==> config.mk <==
export PLATFORM = sky130hd
export DESIGN_NAME = alu_arbiter
export DESIGN_NICKNAME = d
export VERILOG_FILES = /design/src/rtl/alu_arbiter.sv
export SDC_FILE = /design/constraint.sdc
export NUM_CORES = 1
export LEC_CHECK = 0
export CORE_MARGIN = 10
export CORE_UTILIZATION = 65
export CTS_BUF_LIST = sky130_fd_sc_hd__clkbuf_2
export DETAILED_ROUTE_END_ITERATION = 6
export DONT_BUFFER_PORTS = 1
export PLACE_DENSITY = 0.81
export SLEW_MARGIN = 20
export SYNTH_ARGS = -nofsm -noshare
export SYNTH_HDL_FRONTEND = slang
export SYNTH_SLANG_ARGS = --single-unit
==> constraint.sdc <==
create_clock -name clk -period 4.3 [get_ports clk]
set_clock_uncertainty 0.1 [all_clocks]
set_input_delay 0.43 -clock clk [delete_from_list [all_inputs] [get_ports clk]]
set_output_delay 0.43 -clock clk [all_outputs]
set_load 0.01 [all_outputs]
==> src/rtl/alu_arbiter.sv <==
// Two-requester round-robin front end for a fixed-latency ALU.
// One operation in flight; the result is held until the consumer accepts it.
module alu_arbiter #(
  parameter int unsigned DW      = 8,
  parameter int unsigned ALU_LAT = 1
) (
  input  logic          clk,
  input  logic          rst,
  input  logic [1:0]    req_valid,
  output logic [1:0]    req_ready,
  input  logic [DW-1:0] req0_A,
  input  logic [DW-1:0] req1_A,
  input  logic [DW-1:0] req0_B,
  input  logic [DW-1:0] req1_B,
  input  logic          req0_a_en,
  input  logic          req0_b_en,
  input  logic          req1_a_en,
  input  logic          req1_b_en,
  input  logic [2:0]    req0_a_op,
  input  logic [2:0]    req1_a_op,
  input  logic [1:0]    req0_b_op,
  input  logic [1:0]    req1_b_op,
  output logic [DW-1:0] A,
  output logic [DW-1:0] B,
  output logic          ALU_en,
  output logic          a_en,
  output logic          b_en,
  output logic [2:0]    a_op,
  output logic [1:0]    b_op,
  input  logic [DW-1:0] C,
  output logic          resp_valid,
  input  logic          resp_ready,
  output logic [DW-1:0] resp_data,
  output logic          resp_id,
  output logic          busy,
  output logic [15:0]   op_cnt
);

  localparam int unsigned LCW = 3;
  localparam int unsigned CNTW = 16;

  typedef enum logic [1:0] {IDLE, ISSUE, WAIT, RESP} state_t;

  state_t         state_q, state_d;
  logic [DW-1:0]  a_q, b_q;
  logic           aen_q, ben_q, id_q;
  logic [2:0]     aop_q;
  logic [1:0]     bop_q;
  logic           last_grant_q;
  logic [LCW-1:0] lat_cnt_q;
  logic [CNTW-1:0] op_cnt_q;
  logic           grant;
  logic           accept, capture, resp_hs;

  // On a tie the requester that did not win last time gets the slot.
  assign grant = (&req_valid) ? ~last_grant_q : req_valid[1];

  always_ff @(posedge clk) begin
    if (rst) state_q <= IDLE;
    else     state_q <= state_d;
  end

  always_comb begin
    state_d   = state_q;
    req_ready = 2'b00;
    A         = '0;
    B         = '0;
    ALU_en    = 1'b0;
    a_en      = 1'b0;
    b_en      = 1'b0;
    a_op      = 3'd0;
    b_op      = 2'd0;
    accept    = 1'b0;
    capture   = 1'b0;
    resp_hs   = 1'b0;
    case (state_q)
      IDLE: begin
        if (|req_valid) begin
          req_ready[grant] = 1'b1;
          accept           = 1'b1;
          state_d          = ISSUE;
        end
      end
      ISSUE: begin
        ALU_en  = 1'b1;
        A       = a_q;
        B       = b_q;
        a_en    = aen_q;
        b_en    = ben_q;
        a_op    = aop_q;
        b_op    = bop_q;
        state_d = WAIT;
      end
      WAIT: begin
        if (lat_cnt_q <= LCW'(1)) begin
          capture = 1'b1;
          state_d = RESP;
        end
      end
      RESP: begin
        if (resp_ready) begin
          resp_hs = 1'b1;
          state_d = IDLE;
        end
      end
      default: state_d = IDLE;
    endcase
  end

  // Request latch, latency counter, result capture and completion bookkeeping.
  always_ff @(posedge clk) begin
    if (rst) begin
      a_q          <= '0;
      b_q          <= '0;
      aen_q        <= 1'b0;
      ben_q        <= 1'b0;
      aop_q        <= 3'd0;
      bop_q        <= 2'd0;
      id_q         <= 1'b0;
      last_grant_q <= 1'b1;
      lat_cnt_q    <= '0;
      resp_data    <= '0;
      resp_id      <= 1'b0;
      op_cnt_q     <= '0;
    end else begin
      if (accept) begin
        a_q   <= grant ? req1_A    : req0_A;
        b_q   <= grant ? req1_B    : req0_B;
        aen_q <= grant ? req1_a_en : req0_a_en;
        ben_q <= grant ? req1_b_en : req0_b_en;
        aop_q <= grant ? req1_a_op : req0_a_op;
        bop_q <= grant ? req1_b_op : req0_b_op;
        id_q  <= grant;
      end
      if (state_q == ISSUE)     lat_cnt_q <= LCW'(ALU_LAT);
      else if (state_q == WAIT) lat_cnt_q <= lat_cnt_q - LCW'(1);
      if (capture) begin
        resp_data <= C;
        resp_id   <= id_q;
      end
      if (resp_hs) begin
        last_grant_q <= resp_id;
        op_cnt_q     <= op_cnt_q + CNTW'(1);
      end
    end
  end

  assign resp_valid = (state_q == RESP);
  assign busy       = (state_q != IDLE);
  assign op_cnt     = op_cnt_q;

endmodule

==> qor.txt <==
outcome - complete, no violations
DRC Markers - 0
initial cell density of the core - 68.6%
CTS-repair resized insts - 0
drt pass-1 iters - 5
clock tree buffer depth - 2
leakage - 1.12 nW
Final HPWL DP - 4540 um
IR drop worst, VDD - 0.309 mV
global-route wire length before repair - 9400 um
final antenna-violating net count - 0
cell area power density - 505 nW/um^2
# port buffers - 0
maxcap violations - 0
fin. max-slew vios - 0
# clock sinks - 55
Final Wtd Congestion - 0.779
final hold vios - 0
final wirelength - 6290 um
HP Class - primary input to flip-flop
crit end category - output port
Iteration-0 DRC Markers - 128
Yosys reg bits - 55
Final Non-Filler Cells - 332
setup violators final - 0
core area - 3720 sq um
synthesized area per cell - 9.20 sq um
Reg clk slew, reported paths - 250 ps
CP arrival - 2230 ps
setup TNS - 0 ps
CTS tree - done
sequential area share after synthesis - 43.2%
largest net degree at the start of global routing - 53
H-tree depth - 2
footprint of the multi-input gates - 1340 sq um
required time worst endpoint - 3770 ps
yosys warns - 0
Die W - 82.6 um
Max transition margin - 29.0%
Netlist cell types - 38
Placed Cells - 309
total number of vias - 1946
initial antenna violation count - 0
Syn-to-layout area delta - 7.22%
clock latency on the worst-skew pair - 450 ps
largest cells by area after synthesis - dfxtp_1 43%, mux2i_1 9.4%, nor2_1 7.5%, and2_1 5.9%, a211oi_1 4.1%
fill cell count - 309
vias in the first global route - 1869
die height - 82.6 um
Mapped Area - 2550 sq um
share of layout cells above drive strength 1 - 6.69%
wire per inst - 18.9 um
RSZ-0062 raised after global routing - false
post-synth top area share - 43.2%
cell taking the most area after synthesis - dfxtp_1
register area - 1100 sq um
startpoint types - flip-flop
Final #Nets - 350
antenna diode count - 0
gr usage total - 17.5%
Die ar. - 6820 sq um
post-synthesis net count - 344
CTS root buffer - clkbuf_2
cells after synthesis - 277
period utilization - 64.1%
Critical Path Fanout Max - 16
Least-Margin Pin Slew - 1060 ps
WS Path Type - flip-flop to output port
TritonCTS buffer count - 5
final worst path period need - 2760 ps
GR Overflow Total - 0
Tot Pwr - 1.38 mW
highest clock rate - 0.363 GHz
DR vias/cell - 5.86
Rows - 22
num ports - 112
state kept, by name (all words and copies together), names as in the netlist:
register      flops
aop_q             3
last_grant_q      1
state_q           2
resp_id           1
bop_q             2
lat_cnt_q         3
b_q               8
aen_q             1
ben_q             1
id_q              1
a_q               8
resp_data         8
op_cnt           16
critical path, cell delays in order, from the launching register on:
cell and delay [ps]:
dfxtp_1 390, a21boi_2 830, and2_1 570
report_power, final:
group          total [mW]  switching (mW)  internal (mW)
sequential          0.672          0.0620          0.610
combinational       0.511           0.315          0.196
clock               0.196           0.155         0.0413
layer usage:
metal | track usage [%] | vias up | part of all wire [%]
met5 | 0 | - | 0
met4 | 4.01 | 0 | 1.0
met1 | 19.4 | 890 | 36
met3 | 7.24 | 8 | 12
li1 | - | 973 | -
met2 | 30.7 | 75 | 51
kinds of logic (layout without fill, tap and decap cells):
| group | count (synthesis) | count (layout) | synth area share, % |
|---|---|---|---|
| AO/OA/AOI/OAI | 41 | 41 | 11.9 |
| XOR/XNOR | 12 | 12 | 4.13 |
| adder cells (fa/ha/maj) | 8 | 8 | 3.93 |
| buffers and inverters | 24 | 31 | 4.47 |
| flip-flops | 55 | 55 | 43.2 |
| multiplexers | 25 | 25 | 9.87 |
| AND/OR/NAND/NOR | 112 | 112 | 22.5 |
Yosys cell counts (all sizes together):
library cell and instances:
inv 7, o211ai 1, o21a 1, mux2i 24, a21oi 7, nor3 3
a211o 1, nor2 53, xor2 11, a21boi 2, dfxtp 55, and2b 1
nand3 6, nand2 8, or3 3, clkbuf 9, buf 8, ha 8
and2 25, o21ai 5, and4 3, and3 2, a211oi 14, a2111oi 1
a222oi 9, xnor2 1, nand2b 2, mux2 1, nand4 5, nor2b 1
through the flow:
| step | hold slack, ps | worst slack (ps) | instance area [sq um] | utilization [%] |
|---|---|---|---|---|
| after floorplan | 330 | 2490 | 2550 | - |
| after global placement | 377 | 2060 | 2530 | 68.1 |
| after detailed placement | 382 | 1970 | 2530 | 68.1 |
| after CTS | 2.49 | 1530 | 2680 | 72.2 |
| after global routing | -2.65 | 1390 | 2730 | 73.5 |
| final | 13.7 | 1540 | 2730 | 73.5 |
area by class of cell:
| cell class | instances | share of cell area [%] |
|---|---|---|
| multi-input cells | 198 | 48.9 |
| flip-flops and latches | 55 | 40.3 |
| repair buffers | 16 | 6.05 |
| well taps | 48 | 2.20 |
| clock buffers | 6 | 1.10 |
| inverters | 7 | 0.962 |
| clock inverters | 2 | 0.458 |
path summary, 6_finish.rpt:
path	depth (start not counted)	endpoint	start	slack, ps
setup reg to reg	4	aen_q$_SDFFE_PP0P_	last_grant_q$_SDFFE_PP1P_	2110
setup / recovery	2	req_ready[1]	last_grant_q$_SDFFE_PP1P_	1540
hold / removal	2	b_q[7]$_SDFFE_PP0P_	req1_B[7]	10
hold reg to reg	2	a_q[6]$_SDFFE_PP0P_	a_q[6]$_SDFFE_PP0P_	410
placed cells by master, fill, tap and decap left out, types with 8 or more instances in the layout:
cell,count
nor2_1,51
dfxtp_1,55
a211oi_1,14
mux2i_1,24
and2_1,24
ha_1,8
nand2_1,8
a222oi_1,9
xor2_1,11
dlygate4sd3_1,13
repair_timing:
item	CTS	global route
hold buffers	10	4
buffers inserted	0	0
endpoints found under the hold margin	52	4
(Power assumes the default switching activity.)
